File: config.mk
export PLATFORM = sky130hd
export DESIGN_NAME = bpuf_response_reader_flat
export DESIGN_NICKNAME = d
export VERILOG_FILES = /design/src/rtl/bpuf_response_reader_if.sv /design/src/rtl/bpuf_response_reader.sv /design/src/flat_wrapper.sv
export SDC_FILE = /design/constraint.sdc
export NUM_CORES = 1
export LEC_CHECK = 0
export ABC_AREA = 1
export BUFFER_PORTS_ARGS = -buffer_cell sky130_fd_sc_hd__buf_2
export CAP_MARGIN = 20
export CORE_AREA = 3 3 61 120
export CTS_CLUSTER_SIZE = 16
export DETAILED_ROUTE_END_ITERATION = 10
export DIE_AREA = 0 0 64 123
export GPL_TIMING_DRIVEN = 0
export PLACE_DENSITY = 0.83
export SYNTH_ARGS = -nofsm -noshare
export SYNTH_HDL_FRONTEND = slang
export SYNTH_SLANG_ARGS = --single-unit
File: constraint.sdc
create_clock -name clk -period 2.4 [get_ports clk]
set_input_delay 0.12 -clock clk [delete_from_list [all_inputs] [get_ports clk]]
set_output_delay 0.12 -clock clk [all_outputs]
set_load 0.01 [all_outputs]
File: src/rtl/bpuf_response_reader_if.sv
// Handshake and cell-array bundle between the BPUF read-out controller, the cell array
// and the key/ID consumer.
interface bpuf_response_reader_if #(
   parameter int N_BITS = 8
);
   logic              start;
   logic [N_BITS-1:0] en_mask;
   logic [N_BITS-1:0] excite;
   logic [N_BITS-1:0] q_in;
   logic              busy;
   logic              valid;
   logic [N_BITS-1:0] response;
   logic [N_BITS-1:0] unstable;

   modport master (
      output start, en_mask, q_in,
      input  excite, busy, valid, response, unstable
   );

   modport slave (
      input  start, en_mask, q_in,
      output excite, busy, valid, response, unstable
   );
endinterface

File: src/rtl/bpuf_response_reader.sv
// BPUF read-out controller: excite/settle/sample repeated N_VOTES times, per-bit majority
// vote into a response word, with a flag for cells whose votes disagreed.
module bpuf_response_reader #(
   parameter int N_BITS        = 8,
   parameter int EXCITE_CYCLES = 4,
   parameter int SETTLE_CYCLES = 16,
   parameter int N_VOTES       = 5
) (
   input logic                   clk,
   input logic                   rst_n,
   bpuf_response_reader_if.slave bus
);
   localparam int VOTE_W = $clog2(N_VOTES + 1);
   localparam int PH_W   = $clog2(EXCITE_CYCLES + SETTLE_CYCLES + 1);

   localparam logic [VOTE_W-1:0] HALF      = VOTE_W'(N_VOTES / 2);
   localparam logic [VOTE_W-1:0] FULL      = VOTE_W'(N_VOTES);
   localparam logic [VOTE_W-1:0] LAST_VOTE = VOTE_W'(N_VOTES - 1);
   localparam logic [PH_W-1:0]   E_LAST    = PH_W'(EXCITE_CYCLES - 1);
   localparam logic [PH_W-1:0]   S_LAST    = PH_W'(SETTLE_CYCLES - 1);

   typedef enum logic [2:0] {IDLE, EXCITE, SETTLE, SAMPLE, DONE} state_t;

   state_t                         state;
   logic [N_BITS-1:0]              mask;
   logic [N_BITS-1:0]              q_s1, q_s2;
   logic [N_BITS-1:0][VOTE_W-1:0]  ones, ones_nxt;
   logic [VOTE_W-1:0]              vote;
   logic [PH_W-1:0]                phase;
   logic [N_BITS-1:0]              excite_r, resp_r, unst_r;
   logic [N_BITS-1:0]              resp_nxt, unst_nxt;
   logic                           busy_r, valid_r;

   assign bus.excite   = excite_r;
   assign bus.busy     = busy_r;
   assign bus.valid    = valid_r;
   assign bus.response = resp_r;
   assign bus.unstable = unst_r;

   // Vote results include the sample being taken this cycle, so DONE can present
   // registered outputs the moment it is entered.
   always_comb begin
      ones_nxt = '0;
      resp_nxt = '0;
      unst_nxt = '0;
      for (int i = 0; i < N_BITS; i++) begin
         ones_nxt[i] = ones[i] + VOTE_W'(mask[i] & q_s2[i]);
         resp_nxt[i] = mask[i] & (ones_nxt[i] > HALF);
         unst_nxt[i] = mask[i] & (ones_nxt[i] != '0) & (ones_nxt[i] != FULL);
      end
   end

   always_ff @(posedge clk) begin
      if (!rst_n) begin
         state    <= IDLE;
         mask     <= '0;
         q_s1     <= '0;
         q_s2     <= '0;
         ones     <= '0;
         vote     <= '0;
         phase    <= '0;
         excite_r <= '0;
         resp_r   <= '0;
         unst_r   <= '0;
         busy_r   <= 1'b0;
         valid_r  <= 1'b0;
      end else begin
         q_s1    <= bus.q_in;
         q_s2    <= q_s1;
         valid_r <= 1'b0;
         case (state)
            IDLE: begin
               if (bus.start) begin
                  mask     <= bus.en_mask;
                  ones     <= '0;
                  vote     <= '0;
                  phase    <= '0;
                  excite_r <= bus.en_mask;
                  busy_r   <= 1'b1;
                  state    <= EXCITE;
               end
            end
            EXCITE: begin
               if (phase == E_LAST) begin
                  phase    <= '0;
                  excite_r <= '0;
                  state    <= SETTLE;
               end else begin
                  phase <= phase + PH_W'(1);
               end
            end
            SETTLE: begin
               if (phase == S_LAST) begin
                  phase <= '0;
                  state <= SAMPLE;
               end else begin
                  phase <= phase + PH_W'(1);
               end
            end
            SAMPLE: begin
               ones <= ones_nxt;
               if (vote == LAST_VOTE) begin
                  valid_r <= 1'b1;
                  resp_r  <= resp_nxt;
                  unst_r  <= unst_nxt;
                  state   <= DONE;
               end else begin
                  vote     <= vote + VOTE_W'(1);
                  excite_r <= mask;
                  state    <= EXCITE;
               end
            end
            DONE: begin
               busy_r <= 1'b0;
               state  <= IDLE;
            end
            default: state <= IDLE;
         endcase
      end
   end
endmodule

File: src/flat_wrapper.sv
// flat-port wrapper written by rule: the top's interface ports become plain ports
module bpuf_response_reader_flat 
#(
   parameter int N_BITS        = 8,
   parameter int EXCITE_CYCLES = 4,
   parameter int SETTLE_CYCLES = 16,
   parameter int N_VOTES       = 5
)
  (clk, rst_n, bus_start, bus_en_mask, bus_q_in, bus_excite, bus_busy, bus_valid, bus_response, bus_unstable);
  bpuf_response_reader_if #(.N_BITS(N_BITS)) bus_i ();
  input logic clk;
  input logic rst_n;
  input wire logic [$bits(bus_i.start)-1:0] bus_start;
  input wire logic [$bits(bus_i.en_mask)-1:0] bus_en_mask;
  input wire logic [$bits(bus_i.q_in)-1:0] bus_q_in;
  output wire logic [$bits(bus_i.excite)-1:0] bus_excite;
  output wire logic [$bits(bus_i.busy)-1:0] bus_busy;
  output wire logic [$bits(bus_i.valid)-1:0] bus_valid;
  output wire logic [$bits(bus_i.response)-1:0] bus_response;
  output wire logic [$bits(bus_i.unstable)-1:0] bus_unstable;
  assign bus_i.start = bus_start;
  assign bus_i.en_mask = bus_en_mask;
  assign bus_i.q_in = bus_q_in;
  assign bus_excite = bus_i.excite;
  assign bus_busy = bus_i.busy;
  assign bus_valid = bus_i.valid;
  assign bus_response = bus_i.response;
  assign bus_unstable = bus_i.unstable;
  bpuf_response_reader #(.N_BITS(N_BITS), .EXCITE_CYCLES(EXCITE_CYCLES), .SETTLE_CYCLES(SETTLE_CYCLES), .N_VOTES(N_VOTES)) u_core (.clk(clk), .rst_n(rst_n), .bus(bus_i));
endmodule
==> results of run 1 <==
## flip-flops by register name, summed over array words and instances (netlist names)
| signal | flops |
|---|---|
| u_core.ones | 24 |
| u_core.bus.excite | 8 |
| u_core.bus.response | 8 |
| u_core.bus.unstable | 8 |
| u_core.mask | 8 |
| u_core.q_s1 | 8 |
| u_core.q_s2 | 8 |
| u_core.phase | 5 |
| u_core.state | 3 |
| u_core.vote | 3 |
| u_core.bus.busy | 1 |
| u_core.bus.valid | 1 |
## cell type report
class	count	area, sq um	area share (%)
inverters	71	269	5.67
multi-input cells	394	1990	42.0
clock inverters	4	25.0	0.528
repair buffers	51	295	6.23
flip-flops and latches	85	1700	35.9
clock buffers	11	243	5.12
plain buffers	18	108	2.27
well taps	88	110	2.32
## routing by layer
layer / up-vias / GRT usage (%) / part of all wire [%]
met1: 1691 / 22.9 / 37
met3: 21 / 4.09 / 3.8
met4: 0 / 14.7 / 3.1
met5: - / 0 / 0
li1: 1881 / - / -
met2: 83 / 48.7 / 56
## cell usage in the layout, fill, tap and decap left out, types with 4 or more instances in the layout
| cell type | n |
|---|---|
| clkbuf_16 | 9 |
| dlygate4sd3_1 | 8 |
| nor2_1 | 66 |
| dfxtp_1 | 85 |
| inv_1 | 66 |
| clkbuf_1 | 11 |
| buf_6 | 4 |
| nand2_2 | 5 |
| xor2_1 | 9 |
| a21oi_1 | 48 |
| o21ai_0 | 19 |
| nand2_1 | 171 |
| nand3_1 | 28 |
| nand3b_1 | 6 |
| buf_2 | 45 |
| inv_2 | 4 |
| nor2_4 | 4 |
| ha_1 | 27 |
## final timing paths
kind / to / slack (ns) / cells after the start
min reg2reg: u_core.q_s2[4]$_SDFF_PN0_ / 0.41 / 2
max reg2reg: u_core.ones[19]$_SDFFE_PN0P_ / 0.74 / 9
max: u_core.ones[19]$_SDFFE_PN0P_ / 0.74 / 9
min: u_core.mask[3]$_SDFFE_PN0P_ / 0.01 / 3
## tightest hold or removal path, cell delays in order
cell    delay (ns)
buf_2         0.09
nor2_1        0.04
nor2_1        0.08
## synthesized netlist by cell type
| master | n |
|---|---|
| a21oi_1 | 48 |
| a21oi_2 | 1 |
| buf_2 | 2 |
| buf_4 | 2 |
| buf_6 | 4 |
| clkbuf_1 | 10 |
| dfxtp_1 | 85 |
| ha_1 | 27 |
| inv_1 | 66 |
| inv_2 | 4 |
| inv_4 | 1 |
| nand2_1 | 171 |
| nand2_2 | 5 |
| nand3_1 | 28 |
| nand3_2 | 2 |
| nand3b_1 | 6 |
| nand4_1 | 3 |
| nor2_1 | 66 |
| nor2_4 | 4 |
| o21ai_0 | 19 |
| o21ai_1 | 1 |
| o31ai_1 | 1 |
| xnor2_1 | 3 |
| xor2_1 | 9 |
## power by group
part | switching (mW) | internal [mW] | leakage, nW
registers | 0.105 | 1.56 | 0.693
clock network | 0.549 | 0.719 | 0.127
logic | 0.750 | 0.373 | 1.59
total | 1.40 | 2.66 | 2.41
## stage by stage
stage,setup WS [ns],cells,hold WS (ns),utilization (%),total power [mW]
after floorplan,1.01,568,0.218,-,2.48
after global placement,0.717,699,0.300,66.9,2.77
after detailed placement,0.693,699,0.307,66.9,2.80
after CTS,0.749,722,0.0133,72.2,4.07
after global routing,0.638,722,0.0284,72.2,4.27
final,0.744,722,0.0143,72.2,4.06
## timing repair
| action | CTS | global route |
|---|---|---|
| buffers inserted | 0 | 0 |
| hold buffers | 8 | 0 |
| hold endpoints to repair | 8 | 0 |
## cell families after synthesis
kind of cell / synth area share (%)
compound gates: 8.77
xor+xnor: 2.58
fa+ha+maj: 8.31
buf+inv: 9.26
flops: 41.8
simple gates: 29.3
==> flow_summary.yaml, run 1 <==
status:
  status: "complete, no violations"
setup_path:
  endpoint_kind: "register"
  start_kind: "register"
  worstPathMaxFanout: 10
  startpoint: "u_core.state[2]$_SDFFE_PN0P_"
  critPathBufInv: 3
  critPathArrivalTime_ns: 1.87
  crit_family: "simple AND/OR/NAND/NOR gates"
  worst_path_largest_cell_delay_ns: 0.39
  cp_slowest_cell: "dfxtp_1"
  required_ns: 2.61
  r2r-start: "u_core.state[2]$_SDFFE_PN0P_"
  crit_path_cell_trace: "nor2_4 -> nand2_2 -> nor2_4 -> inv_4 -> nand2_1 -> inv_2 -> buf_6 -> nand2_1 -> a21oi_1"
  critPathKind: "register to register"
clocking:
  cts_sinks: 85
  cts_resized: 0
  cts_tree: "built"
  cts_inserted_buffers: 9
  clkLatencyLatePin_ns: 0.35
  cts.clk_slew.worst_paths_ns: 0.06
  root_buffer: "clkbuf_16"
  htreeDepth: 3
  clockBufferDepth: 2
sta:
  final-hold-violation-count: 0
  maxSlewViolCount: 0
  finalSetupTns_ns: 0
  fin_crit_sh_pct: 69.0
  maxSlewHeadroom_pct: 60.4
  post-route-min-period_ns: 1.66
  fin_worst_skew_ns: 0.00541
  setup_viol: 0
  worst_slew_pin_slew_ns: 0.594
  rsz0062_at_grt: "no"
  fmax_ghz: 0.604
finish:
  syn2layout_area_growth_pct: 16.5
  drive_above_1_share_pct: 12.9
  postLayoutCellArea_sq_um: 4740
  diodes: 0
  final_net_count: 676
  nFillCells: 561
logic_synthesis:
  yosysSeqAreaShare_pct: 41.8
  synth_area_leaders: "dfxtp_1, nand2_1, ha_1, inv_1, nor2_1"
  netlist_area_sq_um: 4070
  synth_top_cell_area_share_pct: 41.8
  synth_top_area_cell: "dfxtp_1"
  synth_cell_types: 24
  synth_seq_cells: 85
  netlist_instances: 568
  synth_nets: 614
  yosysWarnings: 0
  syn-mean-instance-area_sq_um: 7.16
floorplanning:
  rows: 42
  coreArea_sq_um: 6570
  fp.dieW_um: 64
  io_pins: 45
  die_h_um: 123
  initial_utilization_pct: 61.9
  die_area_sq_um: 7870
global_routing:
  grt_usage_pct: 24.8
  grt_pass1_wl_um: 15200
  antenna_found_initial: 0
  grt_overflow: 0
  grt_pass1_vias: 3626
  grt_max_degree: 14
routing:
  vias: 3676
  finalWirelength_um: 9270
  first_pass_iters: 4
  drc_errors: 0
  wire_per_inst_um: 12.8
  drt_iter0_drc: 173
  ant_nets: 0
  avgViaCountPerCell: 5.09
placed_design:
  numPortBuffers: 43
  postPlaceCellArea_sq_um: 4390
  place_hpwl_um: 6900
  gp_congestion: 0.868
min_path:
  hold_path.class: "primary input to register"
  hold_start: "bus_en_mask[3]"
power_and_ir_drop:
  leakagePower_nw: 2.41
  ir_drop_mv: 0.764
  power_density_nw_per_um2: 857
job:
  drv_cap: 0
Note: power is estimated with default switching activity, not from simulation.
==> inputs of run 2 (changes only) <==
Settings changed: CORE_AREA 3 3 61 120 to 3 3 64 125, DIE_AREA 0 0 64 123 to 0 0 67 128, PLACE_DENSITY 0.83 to 0.77.
Clock period 2.4 ns to 1.7 ns, I/O delays scaled along.
==> run 2 against run 1 <==
Via count rose by 0.35%. Global-route usage is 0.38 points lower. Final cell count up 1.2%. Clock-buffer cell count stayed put. Largest power group unchanged.
==> flow_summary.yaml, run 2 (synthesis gave the netlist of run 1 again) <==
floorplanning:
  die_area_sq_um: 8580
  die_h_um: 128
  rows: 43
  fp.dieW_um: 67
  io_pins: 45
  coreArea_sq_um: 7100
  initial_utilization_pct: 57.3
global_routing:
  grt_usage_pct: 24.4
  grt_max_degree: 14
  grt_pass1_wl_um: 16000
  grtUsageMet3_pct: 5.70
  grt_pass1_vias: 3721
  grt.met1_usage_pct: 23.0
  grt_busiest_layer: "met2"
  grt_overflow: 0
  grtUsageMet2_pct: 45.8
  antenna_found_initial: 0
sta:
  fin_worst_skew_ns: 0.00566
  fmax_ghz: 0.621
  fin_crit_sh_pct: 94.7
  final-hold-violation-count: 0
  post-route-min-period_ns: 1.61
  setup_ws_ns: 0.0899
  worst_slew_pin_slew_ns: 0.595
  finalSetupTns_ns: 0
  maxSlewViolCount: 0
  whs_ns: 0.00161
  setup_viol: 0
  rsz0062_at_grt: "no"
  maxSlewHeadroom_pct: 60.3
routing:
  drt_iter0_drc: 155
  first_pass_iters: 4
  ant_nets: 0
  avgViaCountPerCell: 5.05
  finalWirelength_um: 9460
  vias: 3689
  drc_errors: 0
  wire_per_inst_um: 12.9
power_and_ir_drop:
  power_frac_clock_pct: 32.3
  power_mw: 5.91
  pwr-share-seq_pct: 39.9
  p_sw_share_pct: 33.7
  p_sw_mw: 1.99
  ir_drop_mv: 1.02
  leakagePower_nw: 2.46
  combPwrFrac_pct: 27.8
  internal-power_mw: 3.92
  power_density_nw_per_um2: 1220
clocking:
  root_buffer: "clkbuf_16"
  cts_tree: "built"
  cts.clk_slew.worst_paths_ns: 0.06
  clockBufferDepth: 2
  clkLatencyLatePin_ns: 0.34
  cts_sinks: 85
  htreeDepth: 3
  cts_inserted_buffers: 9
setup_path:
  worstPathMaxFanout: 10
  ff2ff_setup_slack_ns: 0.09
  start_kind: "register"
  critPathArrivalTime_ns: 1.82
  required_ns: 1.91
  critPathKind: "register to register"
  endpoint_kind: "register"
placed_design:
  postPlaceCellArea_sq_um: 4400
  place_worst_setup_slack_ns: 0.0267
  place_hpwl_um: 7020
  gp_congestion: 0.890
  numPortBuffers: 43
status:
  status: "complete, no violations"
min_path:
  hold_path.class: "primary input to register"
finish:
  syn2layout_area_growth_pct: 19.6
  postLayoutCellArea_sq_um: 4860
  final_cell_mix: "nand2_1, dfxtp_1, inv_1, nor2_1, a21oi_1"
  drive_above_1_share_pct: 14.2
  final_net_count: 683
  layout_commonest_cell: "nand2_1"
  top_register: "u_core.ones"
  diodes: 0
  largest_reg_flops: 24
job:
  drv_cap: 0
==> run 2: cell types whose count changed in the layout (fill, tap and decap cells not counted), sizes merged <==
cell	delta
buf	+2
bufinv	+1
clkinvlp	-2
dlygate4sd3	+5
inv	+1
==> run 2: layer usage <==
layer	vias up	wire length (um)
li1	1903	-
met1	1665	3520
met2	90	5220
met3	31	374
met4	0	352
met5	-	0
==> run 2: repair_timing <==
action,in CTS,in global routing
hold buffers,13,0
resized for setup,0,11
buffers inserted,0,2
setup endpoints to repair,0,33
endpoints found under the hold margin,13,0
==> run 2: critical path, cell delays in order, from the launching register on <==
cell	delay [ns]
dfxtp_1	0.39
nor2_4	0.20
nand2_2	0.10
nor2_4	0.22
inv_4	0.11
nand2_1	0.09
inv_2	0.09
buf_6	0.16
nand2_1	0.06
a21oi_1	0.05
==> run 2: metrics by stage <==
| step | cells | utilization [%] |
|---|---|---|
| after detailed placement | 701 | 61.9 |
| after CTS | 729 | 67.7 |
| final | 731 | 68.5 |
| after floorplan | 568 | - |
| after global routing | 731 | 68.5 |
| after global placement | 701 | 61.9 |
==> run 2: layout make-up <==
type	instances	area [sq um]
Buffer	18	111
Timing Repair Buffer	58	373
Inverter	71	269
Multi-Input combinational cell	394	2010
Clock buffer	11	233
Fill cell	639	2240
Tap cell	90	113
Clock inverter	4	48.8
Sequential cell	85	1700
==> run 2: final timing paths <==
kind | cells after the start | start | end
max | 9 | u_core.state[2]$_SDFFE_PN0P_ | u_core.ones[4]$_SDFFE_PN0P_
min | 3 | bus_en_mask[6] | u_core.mask[6]$_SDFFE_PN0P_
max reg2reg | 9 | u_core.state[2]$_SDFFE_PN0P_ | u_core.ones[4]$_SDFFE_PN0P_
min reg2reg | 2 | u_core.q_s1[5]$_SDFF_PN0_ | u_core.q_s2[5]$_SDFF_PN0_
==> run 2: power groups by stage <==
stage          clock [mW]  sequential [mW]  combinational (mW)
6_report             1.91             2.36                1.64
5_1_grt              2.00             2.39                1.84
4_1_cts              1.93             2.36                1.60
3_5_place_dp            0             2.40                1.56
3_3_place_gp            0             2.39                1.53
2_1_floorplan           0             2.42                1.08
